<file path="src/rtl/display_pkg.sv">
// Shared source codes, FSM encoding and source-rotation helper for the display scheduler.
package display_pkg;

    localparam int unsigned NUM_SRC = 3;

    localparam logic [1:0] SRC_COUNT = 2'd0;
    localparam logic [1:0] SRC_HEAD  = 2'd1;
    localparam logic [1:0] SRC_LAST  = 2'd2;

    typedef enum logic {
        ST_SHOW,
        ST_ALERT
    } state_e;

    // Rotate count -> head -> last -> count; code 3 never appears.
    function automatic logic [1:0] next_src(input logic [1:0] sel);
        return (sel == SRC_LAST) ? SRC_COUNT : sel + 2'd1;
    endfunction

endpackage

</file>
<file path="src/rtl/tick_timer.sv">
// Free-running modulo-PERIOD counter with a one-cycle terminal pulse.
// tick_o is high while the counter sits at PERIOD-1 and is enabled; the counter wraps on that edge.
module tick_timer #(
    parameter int unsigned PERIOD = 4
) (
    input  logic clk_i,
    input  logic rst_ni,
    input  logic clr_i,
    input  logic en_i,
    output logic tick_o
);

    localparam int unsigned CntW = (PERIOD > 1) ? $clog2(PERIOD) : 1;
    localparam logic [CntW-1:0] CntMax = CntW'(PERIOD - 1);

    logic [CntW-1:0] cnt_q, cnt_d;

    assign tick_o = en_i && (cnt_q == CntMax);

    // Next count: clear wins over counting; wrap to zero at terminal.
    always_comb begin
        cnt_d = cnt_q;
        if (clr_i) begin
            cnt_d = '0;
        end else if (en_i) begin
            cnt_d = (cnt_q == CntMax) ? '0 : cnt_q + CntW'(1);
        end
    end

    // Counter register with synchronous active-low reset.
    always_ff @(posedge clk_i) begin
        if (!rst_ni) begin
            cnt_q <= '0;
        end else begin
            cnt_q <= cnt_d;
        end
    end

endmodule

</file>
<file path="src/rtl/display_sched.sv">
// Time-shares a two-digit readout between three status sources with dwell rotation,
// hold/next controls and a blinking occupancy alert that pre-empts rotation.
module display_sched #(
    parameter int unsigned DWELL_CYCLES  = 50_000_000,
    parameter int unsigned BLINK_CYCLES  = 12_500_000,
    parameter int unsigned ALERT_TOGGLES = 6
) (
    input  logic       clk_i,
    input  logic       rst_ni,
    input  logic [5:0] src_count_i,
    input  logic [5:0] src_head_i,
    input  logic [5:0] src_last_i,
    input  logic       hold_i,
    input  logic       next_i,
    input  logic       alert_i,
    output logic [5:0] disp_data_o,
    output logic       disp_blank_o,
    output logic [1:0] src_sel_o
);

    import display_pkg::*;

    localparam int unsigned TogW = $clog2(ALERT_TOGGLES + 1);
    localparam logic [TogW-1:0] TogLast = TogW'(ALERT_TOGGLES - 1);

    state_e          state_q, state_d;
    logic [1:0]      sel_q, sel_d;
    logic [1:0]      saved_q, saved_d;
    logic [TogW-1:0] tog_q, tog_d;
    logic            blank_q, blank_d;
    logic [5:0]      data_q, data_d;

    logic dwell_tick, blink_tick;
    logic dwell_clr, dwell_en;
    logic blink_clr, blink_en;

    // Dwell only runs in SHOW; it is held at zero through an alert so SHOW resumes fresh.
    assign dwell_en  = (state_q == ST_SHOW) && !hold_i;
    assign dwell_clr = alert_i || next_i || (state_q == ST_ALERT);
    assign blink_en  = (state_q == ST_ALERT);
    assign blink_clr = alert_i || (state_q == ST_SHOW);

    tick_timer #(
        .PERIOD (DWELL_CYCLES)
    ) u_dwell (
        .clk_i  (clk_i),
        .rst_ni (rst_ni),
        .clr_i  (dwell_clr),
        .en_i   (dwell_en),
        .tick_o (dwell_tick)
    );

    tick_timer #(
        .PERIOD (BLINK_CYCLES)
    ) u_blink (
        .clk_i  (clk_i),
        .rst_ni (rst_ni),
        .clr_i  (blink_clr),
        .en_i   (blink_en),
        .tick_o (blink_tick)
    );

    // Next-state logic: alert pre-empts everything, then per-state rotation or blinking.
    always_comb begin
        state_d = state_q;
        sel_d   = sel_q;
        saved_d = saved_q;
        tog_d   = tog_q;
        blank_d = blank_q;
        if (alert_i) begin
            state_d = ST_ALERT;
            sel_d   = SRC_COUNT;
            blank_d = 1'b0;
            tog_d   = '0;
            // A restart keeps the selection that was showing before the first alert.
            if (state_q == ST_SHOW) begin
                saved_d = sel_q;
            end
        end else begin
            unique case (state_q)
                ST_SHOW: begin
                    blank_d = 1'b0;
                    if (next_i || dwell_tick) begin
                        sel_d = next_src(sel_q);
                    end
                end
                ST_ALERT: begin
                    if (blink_tick) begin
                        blank_d = ~blank_q;
                        if (tog_q == TogLast) begin
                            // Even toggle count: blank lands back at 0 on exit.
                            state_d = ST_SHOW;
                            sel_d   = saved_q;
                            tog_d   = '0;
                        end else begin
                            tog_d = tog_q + TogW'(1);
                        end
                    end
                end
                default: state_d = ST_SHOW;
            endcase
        end
    end

    // Registered source mux, driven by the selection currently in effect.
    always_comb begin
        data_d = src_count_i;
        unique case (sel_q)
            SRC_COUNT: data_d = src_count_i;
            SRC_HEAD:  data_d = src_head_i;
            SRC_LAST:  data_d = src_last_i;
            default:   data_d = src_count_i;
        endcase
    end

    // State and output registers with synchronous active-low reset.
    always_ff @(posedge clk_i) begin
        if (!rst_ni) begin
            state_q <= ST_SHOW;
            sel_q   <= SRC_COUNT;
            saved_q <= SRC_COUNT;
            tog_q   <= '0;
            blank_q <= 1'b0;
            data_q  <= '0;
        end else begin
            state_q <= state_d;
            sel_q   <= sel_d;
            saved_q <= saved_d;
            tog_q   <= tog_d;
            blank_q <= blank_d;
            data_q  <= data_d;
        end
    end

    assign disp_data_o  = data_q;
    assign disp_blank_o = blank_q;
    assign src_sel_o    = sel_q;

endmodule

</file>
<file path="config.mk">
export PLATFORM = sky130hd
export DESIGN_NAME = display_sched
export DESIGN_NICKNAME = d
export VERILOG_FILES = /design/src/rtl/display_pkg.sv /design/src/rtl/tick_timer.sv /design/src/rtl/display_sched.sv
export SDC_FILE = /design/constraint.sdc
export NUM_CORES = 1
export LEC_CHECK = 0
export BUFFER_PORTS_ARGS = -buffer_cell sky130_fd_sc_hd__buf_2
export CAP_MARGIN = 20
export CORE_MARGIN = 5
export CORE_UTILIZATION = 58
export DETAILED_ROUTE_END_ITERATION = 6
export GPL_TIMING_DRIVEN = 0
export MAX_ROUTING_LAYER = met4
export PLACE_DENSITY = 0.85
export SLEW_MARGIN = 0
export SYNTH_ARGS = -nofsm -noshare
export SYNTH_HDL_FRONTEND = slang
export SYNTH_SLANG_ARGS = --single-unit
</file>
<file path="constraint.sdc">
create_clock -name clk_i -period 2.25 [get_ports clk_i]
set_input_delay 0.45 -clock clk_i [delete_from_list [all_inputs] [get_ports clk_i]]
set_output_delay 0.45 -clock clk_i [all_outputs]
set_load 0.005 [all_outputs]
</file>
==> results, run 1 <==
- For this design, the sink count on the clock tree is 65.
- After routing the design area is 3467 sq um.
- The tree is rooted in a sky130_fd_sc_hd__clkbuf_8.
- The first-pass iteration count of the detailed router is 4.
- When the netlist entered floorplanning its net count stood at 370.
- In this run, synthesis inferred 0 flip-flops with an integrated enable.
- The critical path contains buffers and inverters numbering 0 combined.
- For this design, the slowest cell found on the critical path is sky130_fd_sc_hd__or4b_4.
- The routability-driven placement congestion ratio is 0.8413.
- The startpoint kind of the worst setup timing path is a flip-flop.
- The number of nets still failing antenna checks after routing is 0.
- 0 antenna diodes ended up in the layout.
- The run finished with clean final reports.
- After detailed routing, the average wire length per cell comes to roughly 13 um.
- The synthesized design spends more area on one cell type than any other, namely sky130_fd_sc_hd__dfxtp_1.
- The number of warnings reported in the yosys synthesis log is 0.
- The maximum buffer depth of the clock tree is 2.
- The clock-pin slew reported for the worst setup and hold paths after clock tree synthesis is roughly 70 ps.
- Across the VDD grid, the largest voltage drop is 481.2 uV.
- The transition time at the pin with the least slew margin is approximately 680 ps.
- STA puts the critical path data required time at 2530 ps.
- The worst relative slew slack is 54.55%.
- Summed over all nets, the half-perimeter wirelength after detailed placement is 4114 um.
- The number of antenna violations at the first check in global routing is 0.
- Once routing completed, OpenROAD measured the worst setup slack at 62.01 ps.
- The initial utilization of the core area, before any placement, comes to 59.12%.
- The data arrival at the endpoint of the critical path is 2470 ps.
- The number of global-route vias before repair is 2428.
- The count of final hold-check violations was 0.
- Once layout is complete, the utilization of the core stands at 68.32%.
- Among all flip-flop cells after synthesis, the most frequent one is sky130_fd_sc_hd__dfxtp_1.
- Averaged over all synthesized cells, the footprint is 8.799 sq um.
- The period utilization is 97.24%.
- The core area is 5075 sq um.
- Summing the sequential cell areas from Yosys gives a little over two fifths of the chip area.
- The fraction of synthesis flops using an asynchronous set or reset pin is 0%.
- The total number of placement rows is 26.
- After synthesis the cells add up to 3000 sq um.
- The post-route netlist has ~16% of its cells at a drive strength greater than 1.
- The type of the worst setup path is reg -> reg.
- The die covers 6712 sq um.
- The total I/O pin count is 32.
- In this run the vertical extent of the chip is ~82 um.
- Global routing finished with a remaining overflow of 0.
- The classification of the worst-slack hold path is in -> reg.
- The clock buffer count from CTS is 9.
- The final layout contains routed wiring with a total length of 5991 um.
- The fill cell instance count of the final layout is 417.
- Global routing used 20.11% of the available tracks.
- Total power for the finished layout comes to about 2200 uW.
- The instance count of the mapped netlist is about 340.
- The tool flagged a number of max-cap violations equal to 0.
- Counting flops and latches in the post-synthesis netlist gives 65.
- The worst setup slack before clock tree synthesis is -84.98 ps.
- The largest single stage delay on the critical path is 510 ps.
- Entering global routing, the biggest net connects 11 pins.
- Of all nets on the critical path, the largest fanout is 6.
- The area share of the largest cell type after synthesis is 43.37%.
- The net count of the finished layout is 414.
- The analysis attributes to cell leakage a power of about 0.0012 uW.
- The hold buffer count at CTS is 0.
- The DRC marker count from the first detailed-route iteration is 109.
- The achievable frequency is roughly 460 MHz.
- The placed instance area is 3243 sq um.
- STA classifies the critical path endpoint as a flip-flop.
- Detailed routing inserted a total of 2504 vias.
- The area growth from synthesis to layout is 15.55%.
- The power density normalized to cell area is 645.3 nW/um^2.
- Walking the worst path, the cells encountered are or4b_4 > nor4_4 > a31oi_1 > or3_1 > a21oi_1.
- TritonCTS built the clock tree.
- The final count of negative-setup-slack endpoints is 0.
- In the routed design, unresolved DRC markers number 0.
- The routed design could run at a clock period as short as 2188 ps.
- The H-tree generated during clock tree synthesis spans 3 levels.
- The die is 81.93 um wide.
- The setup clock skew after layout is 7.889 ps.
- The final max-slew violation count came to 0.
- The detailed-route vias per instance is approximately 5.4.
- The kind of cell with the highest combined delay along the critical path is simple AND/OR/NAND/NOR gates.
- The register cell area after layout is 1301 sq um.
- Setup repair after global routing could not meet its margin everywhere.
- Sorting the synthesized cells by area gives the leading types as sky130_fd_sc_hd__dfxtp_1 (43%), sky130_fd_sc_hd__xor2_1 (9.3%), sky130_fd_sc_hd__nor2_1 (8.1%).
- The wire length of the first global-routing pass is slightly above 10000 um.
- The worst-skew pair later-pin latency is about 340 ps.
- The count of buffers from port buffering is 31.
- The count of unique library cells instantiated by Yosys is between 40 and 50.
- Summing all multi-input logic gate instances after layout gives 1664 sq um.
-- final cells by class --
cell class,count,share of cell area [%]
Timing Repair Buffer,33,4.836
Clock buffer,13,4.294
Buffer,9,1.119
Tap cell,70,2.526
Inverter,5,0.5413
Sequential cell,65,37.53
Clock inverter,3,1.155
Multi-Input combinational cell,262,48.00
-- cells in the final DEF (no fill, tap or decap), types with 4 or more instances in the layout --
cell,n
sky130_fd_sc_hd__nand4_1,20
sky130_fd_sc_hd__nor3_1,7
sky130_fd_sc_hd__ha_1,6
sky130_fd_sc_hd__and3_1,5
sky130_fd_sc_hd__dfxtp_1,65
sky130_fd_sc_hd__inv_1,5
sky130_fd_sc_hd__buf_2,35
sky130_fd_sc_hd__and4_1,4
sky130_fd_sc_hd__a21oi_1,4
sky130_fd_sc_hd__xnor2_1,17
sky130_fd_sc_hd__nand2_1,27
sky130_fd_sc_hd__a22oi_1,6
sky130_fd_sc_hd__mux2i_1,4
sky130_fd_sc_hd__clkbuf_8,10
sky130_fd_sc_hd__xor2_1,32
sky130_fd_sc_hd__o211a_1,6
sky130_fd_sc_hd__nor2b_1,5
sky130_fd_sc_hd__nor2_1,65
sky130_fd_sc_hd__nand3_1,19
sky130_fd_sc_hd__clkbuf_1,7
-- Yosys cell counts (6+ instances only) --
cell / count
sky130_fd_sc_hd__nand4_1: 20
sky130_fd_sc_hd__o211a_1: 6
sky130_fd_sc_hd__dfxtp_1: 65
sky130_fd_sc_hd__nand2_1: 27
sky130_fd_sc_hd__ha_1: 6
sky130_fd_sc_hd__a22oi_1: 6
sky130_fd_sc_hd__nor3_1: 7
sky130_fd_sc_hd__nand3_1: 19
sky130_fd_sc_hd__xor2_1: 32
sky130_fd_sc_hd__nor2_1: 65
sky130_fd_sc_hd__nor4_1: 6
sky130_fd_sc_hd__xnor2_1: 17
-- worst reg2reg max path, delay by kind of cell, from the launching register on --
kind,cells,cell delay (ps)
flip-flops,1,470
AND/OR/NAND/NOR,3,1290
AO/OA/AOI/OAI,2,370
-- registers in the layout (all words and copies together), names as in the netlist --
register / flops
disp_blank_o: 1
src_sel_o: 2
saved_q: 2
disp_data_o: 6
u_blink.cnt_q: 24
tog_q: 3
u_dwell.cnt_q: 26
blink_en: 1
-- routing by layer --
metal / routed length [um] / track usage, %
met1: 2678 / 22.93
met4: 114 / 10.30
met2: 2969 / 33.28
met3: 229 / 4.167
met5: 0 / -
-- metrics by stage --
stage	cells	setup TNS, ps	hold WS (ps)
after floorplan	341	0	429.9
after global placement	442	-107.1	441.9
after detailed placement	442	-293.5	452.5
after CTS	458	0	324.9
after global routing	460	-18.40	331.9
final	460	0	322.7
-- power by group --
part	switching [uW]	internal, uW	leakage [uW]	total (uW)
logic	49.4	45.5	0.000589	94.8
registers	6.24	1160	0.000526	1170
clock network	434	540	0.0000974	974
total	489	1750	0.00121	2240
-- what timing repair did --
item | CTS | global route
pin swaps | 0 | 1
cloned | 0 | 0
resized for setup | 1 | 3
buffers inserted | 0 | 1
setup endpoints to repair | 1 | 24
-- final timing paths --
path / from / end / slack (ps) / depth (start not counted)
max: u_blink.cnt_q[15]$_SDFFE_PP0P_ / src_sel_o[1]$_SDFFE_PP0P_ / 60 / 5
min: src_count_i[3] / disp_data_o[3]$_SDFF_PN0_ / 320 / 2
max reg2reg: u_blink.cnt_q[15]$_SDFFE_PP0P_ / src_sel_o[1]$_SDFFE_PP0P_ / 60 / 5
min reg2reg: u_blink.cnt_q[0]$_SDFFE_PP0P_ / u_blink.cnt_q[0]$_SDFFE_PP0P_ / 460 / 1
-- kinds of logic (layout without fill, tap and decap cells) --
family / Yosys count / after routing / share of synthesized area [%]
buffers and inverters: 14 / 63 / 1.918
AND/OR/NAND/NOR: 180 / 180 / 30.98
multiplexers: 4 / 4 / 1.334
XOR/XNOR: 49 / 49 / 14.30
flip-flops: 65 / 65 / 43.37
AO/OA/AOI/OAI: 23 / 23 / 5.588
adder cells (fa/ha/maj): 6 / 6 / 2.502
(Power assumes the default switching activity.)
==> run 2, diff against run 1 <==
--- a/config.mk
+++ b/config.mk
@@ -5,10 +5,11 @@
 export SDC_FILE = /design/constraint.sdc
 export NUM_CORES = 1
 export LEC_CHECK = 0
+export ABC_AREA = 1
 export BUFFER_PORTS_ARGS = -buffer_cell sky130_fd_sc_hd__buf_2
 export CAP_MARGIN = 20
 export CORE_MARGIN = 5
-export CORE_UTILIZATION = 58
+export CORE_UTILIZATION = 59
 export DETAILED_ROUTE_END_ITERATION = 6
 export GPL_TIMING_DRIVEN = 0
 export MAX_ROUTING_LAYER = met4
==> run 2 against run 1 <==
Compared with the run above: sequential cell count unchanged; highest routed layer unchanged; synthesized cell count up 44%; count of clock-buffer cells in the layout fell by 1; clock power fell by 17%.
==> results, run 2 <==
- The required time at the endpoint of the critical path is 2480 ps (-50 ps).
- The layout cell share with drive strength beyond 1 came to 16.45% (+0.81 points).
- The width of the chip is 86.37 um (+5.4%).
- The max-capacitance violation count is 0 (unchanged).
- The count of buffers from port buffering is 31 (unchanged).
- The length in cells of the worst reg-to-reg path came to 8 (+3).
- The fraction of synthesis flops using an asynchronous set or reset pin is 0% (unchanged).
- The final instance count without filler cells is 607 (+32%).
- The flow ran to the end, and the final reports show no timing, DRC or antenna violations.
- The transition time at the pin with the least slew margin is 370.1 ps (-306.0 ps).
- The placed instance area was 3686 sq um (+14%).
- The switching power came to 495.1 uW (+1.2%).
- By count the netlist is led by sky130_fd_sc_hd__nand2_1 (105), sky130_fd_sc_hd__nor2_1 (84), sky130_fd_sc_hd__dfxtp_1 (65).
- CTS placed an instance of sky130_fd_sc_hd__clkbuf_8 at the clock tree root.
- The routability-driven placement congestion ratio was 0.9004 (+7.0%).
- The share of the core filled with cells in the final layout is 68.82% (+0.50 points).
- The endpoint identified for the worst register-to-register timing path is u_blink.cnt_q[20]$_SDFFE_PP0P_.
- The number of nets still failing antenna checks after routing was 0 (unchanged).
- The core area is 5574 sq um (+9.8%).
- The number of enable-type register cells in the synthesized netlist is 0 (unchanged).
- The fraction of power consumed by sequential logic is 55.1% (+2.9 points).
- The share of power burned in combinational logic was 6.8% (+2.6 points).
- The worst reg2reg path startpoint is u_blink.cnt_q[0]$_SDFFE_PP0P_.
- The net count after synthesis is 520 (+41%).
- sky130_fd_sc_hd__nand2_1 is the most common cell in the netlist.
- The worst-skew pair later-pin latency was 330 ps (about the same).
- The DRC marker count from the first detailed-route iteration is 219 (+100%).
- The buffers inserted during post-CTS setup optimization is 0 (unchanged).
- The worst relative slew slack came to 75.33% (+21 points).
- The number of global-route vias before repair is 3077 (+27%).
- The fill cell instance count of the final layout came to 465 (+12%).
- The instance count of the mapped netlist is 491 (+44%).
- The maximum resistive drop on vdd is 506.0 uV (+5.1%).
- The achievable frequency is 573.1 MHz (+25%).
- The floorplan die area was 7459 sq um (+11%).
- The largest net degree at the start of global routing came to 11 (unchanged).
- The number of DRC violations after detailed routing came to 0 (unchanged).
- The detailed-route via count is 3200 (+28%).
- The period utilization is 77.55% (-20 points).
- In the post-synthesis netlist, the biggest area contributors are sky130_fd_sc_hd__dfxtp_1 (38%), sky130_fd_sc_hd__nand2_1 (11%), sky130_fd_sc_hd__nor2_1 (9.2%).
- The net count of the finished layout came to 562 (+36%).
- The final max-slew violation count came to 0 (unchanged).
- The post-synthesis instance area came to 3441 sq um (+15%).
- The flip-flop cell with the highest count after synthesis is sky130_fd_sc_hd__dfxtp_1.
- The area growth from synthesis to layout is 11.49%.
- The TritonCTS sink count is 65 (unchanged).
- The total I/O pin count is 32 (unchanged).
- The commonest non-fill, non-tap cell in the layout is sky130_fd_sc_hd__nand2_1.
- Traced cell by cell, the critical path runs through ha_1 > nand2_1 > nor2_2 > nand3_1 > nor2_4 > nand4_1 > o21ai_0 > nor2_1.
- The capture endpoint of the worst hold path is disp_data_o[1]$_SDFF_PN0_.
- The number of warnings reported in the yosys synthesis log is 0 (unchanged).
- The classification of the worst-slack hold path is in -> reg.
- The overflow left after global routing is 0 (unchanged).
- The final routed wirelength across all metal layers is 7264 um (+21%).
- The antenna diode instance count is 0 (unchanged).
- The clock-pin slew reported for the worst setup and hold paths after clock tree synthesis is 70 ps (about the same).
- In the layout the commonest cells are sky130_fd_sc_hd__nand2_1 (105), sky130_fd_sc_hd__nor2_1 (84), sky130_fd_sc_hd__dfxtp_1 (65), sky130_fd_sc_hd__inv_1 (61).
- The highest-delay cell along the critical path is sky130_fd_sc_hd__dfxtp_1.
- The setup clock skew after layout is 5.651 ps (-2.239 ps).
- The clock tree from TritonCTS is built.
- The area share of the largest cell type after synthesis is 37.82% (-5.6 points).
- The final count of negative-setup-slack endpoints is 0 (unchanged).
- The number of cells upsized or downsized after cts is 0 (-1).
- The flip-flop and latch count after synthesis is 65 (unchanged).
- The total number of placement rows is 27 (+3.8%).
- The initial core utilization is 61.73% (+2.6 points).
- The time the worst path needs with I/O delays and setup was 1745 ps (-443.1 ps).
- The average detailed-routed wire length per instance was 11.97 um (-8.1%).
- The height of the die is 86.37 um (+5.4%).
- The data arrival at the endpoint of the critical path is 1970 ps (-500 ps).
- The estimated wirelength of the detail-placed design is 5527 um (+34%).
- The hold buffer count at CTS was 0 (unchanged).
- The number of antenna violations at the first check in global routing was 0 (unchanged).
- The static leakage is 0.001474 uW (+22%).
- Setup repair after global routing left no endpoint under its margin.
- The count of final hold-check violations is 0 (unchanged).
- The maximum buffer depth of the clock tree is 2 (unchanged).
- The first-pass iteration count of the detailed router is 5 (+1).
- The cell-internal power is 1640 uW (-6.2%).
- The clock network fraction of design power is 38.1% (-5.4 points).
- The cell type with the largest total area after synthesis is sky130_fd_sc_hd__dfxtp_1.
- The worst hold path cell count came to 3 (+1).
- The number of flip-flops in the largest register is 26 (unchanged).
- The setup slack on the worst flop-to-flop path is 510 ps (+440 ps).
- The startpoint kind of the worst setup timing path is a flip-flop.
- The count of unique library cells instantiated by Yosys is 40 (-7.0%).
- The level count of the clock H-tree is 3 (unchanged).
- The fraction of the yosys area taken by sequential cells is 37.82% (-5.6 points).
- The cell area after layout is 3836 sq um (+11%).
- The clock buffer count from CTS is 9 (unchanged).
- The detailed-route vias per instance was 5.272 (-3.2%).
- The worst setup path is captured at a flip-flop.
- The power density normalized to cell area is 556.5 nW/um^2 (-14%).
- The synthesized area per cell is 7.008 sq um (-20%).
- The post-placement cell count came to 594 (+34%).
- By startpoint and endpoint, the worst setup path is classified as reg -> reg.
- The delay of the slowest cell on the worst path is 350 ps (-160 ps).
- The overall routing resource usage was 21.75% (+1.6 points).
- The switching power as a share of total power is 23.19% (+1.3 points).
- The launch point of the worst hold path is src_count_i[1].
- The final-layout setup total negative slack is 0 ps (unchanged).
- The wire length of the first global-routing pass came to 12890 um (+27%).
- The register with the highest flop count is u_dwell.cnt_q.
- The top fanout value on the critical path is 9 (+3).
-- run 2: cell count changes after synthesis, moves of 12 or more --
cell                      delta
sky130_fd_sc_hd__nand3_1    +12
sky130_fd_sc_hd__inv_1      +56
sky130_fd_sc_hd__xor2_1     -19
sky130_fd_sc_hd__a21oi_1    +21
sky130_fd_sc_hd__nor2_1     +19
sky130_fd_sc_hd__nand2_1    +78
sky130_fd_sc_hd__xnor2_1    -15
-- run 2: layer usage --
layer / track usage [%] / share of wire (%) / wire length (um)
met1: 26.10 / 45 / 3272
met2: 34.98 / 48 / 3484
met3: 4.087 / 4.8 / 351
met4: 10.62 / 2.1 / 155
met5: - / 0 / 0
-- run 2: kinds of logic after synthesis --
| group | share of synthesized area [%] |
|---|---|
| adders and majority gates | 2.182 |
| buffers and inverters | 9.018 |
| xor gates and xnor gates | 3.818 |
| and+or+nand+nor | 38.07 |
| AOI/OAI and AO/OA | 9.091 |
| DFF | 37.82 |
-- run 2: worst max-delay path, delay by kind of cell, from the launching register on --
| family | cells | cell delay (ps) |
|---|---|---|
| flip-flops | 1 | 350 |
| adder cells (fa/ha/maj) | 1 | 200 |
| AO/OA/AOI/OAI | 1 | 180 |
| AND/OR/NAND/NOR | 6 | 900 |
-- run 2: final cells by class --
| cell class | instances | area [sq um] | share of cell area (%) |
|---|---|---|---|
| Tap cell | 72 | 90.09 | 2.348 |
| Timing Repair Buffer | 31 | 155.1 | 4.044 |
| Multi-Input combinational cell | 352 | 1829 | 47.68 |
| Inverter | 69 | 261.5 | 6.817 |
| Sequential cell | 65 | 1301 | 33.92 |
| Clock buffer | 12 | 145.1 | 3.783 |
| Clock inverter | 1 | 5.005 | 0.1305 |
| Buffer | 5 | 48.80 | 1.272 |
-- run 2: worst max path at each step --
stage | slack, ps | cells past startpoint | startpoint | end
floorplan | 770 | 10 | u_dwell.cnt_q[0]$_SDFFE_PP0P_ | u_dwell.cnt_q[16]$_SDFFE_PP0P_
global placement | 540 | 11 | hold_i | u_dwell.cnt_q[15]$_SDFFE_PP0P_
detailed placement | 510 | 11 | hold_i | u_dwell.cnt_q[15]$_SDFFE_PP0P_
CTS | 490 | 8 | u_blink.cnt_q[0]$_SDFFE_PP0P_ | u_blink.cnt_q[20]$_SDFFE_PP0P_
global route | 300 | 11 | u_blink.cnt_q[0]$_SDFFE_PP0P_ | src_sel_o[1]$_SDFFE_PP0P_
finish | 510 | 8 | u_blink.cnt_q[0]$_SDFFE_PP0P_ | u_blink.cnt_q[20]$_SDFFE_PP0P_
-- run 2: power groups by stage --
stage / sequential [uW] / clock, uW / combinational [uW]
after floorplan: 1200 / 0 / 88.8
after global placement: 1200 / 0 / 141
after detailed placement: 1200 / 0 / 145
after CTS: 1180 / 828 / 147
after global routing: 1180 / 895 / 164
final: 1180 / 813 / 146
-- run 2: per-stage QoR --
step | power [uW] | setup WS, ps | hold slack, ps
6_report | 2135 | 505.1 | 356.2
5_1_grt | 2235 | 300.7 | 346.8
4_1_cts | 2151 | 491.1 | 345.3
3_5_place_dp | 1346 | 506.9 | 443.8
3_3_place_gp | 1341 | 537.6 | 426.6
2_1_floorplan | 1291 | 767.4 | 417.5
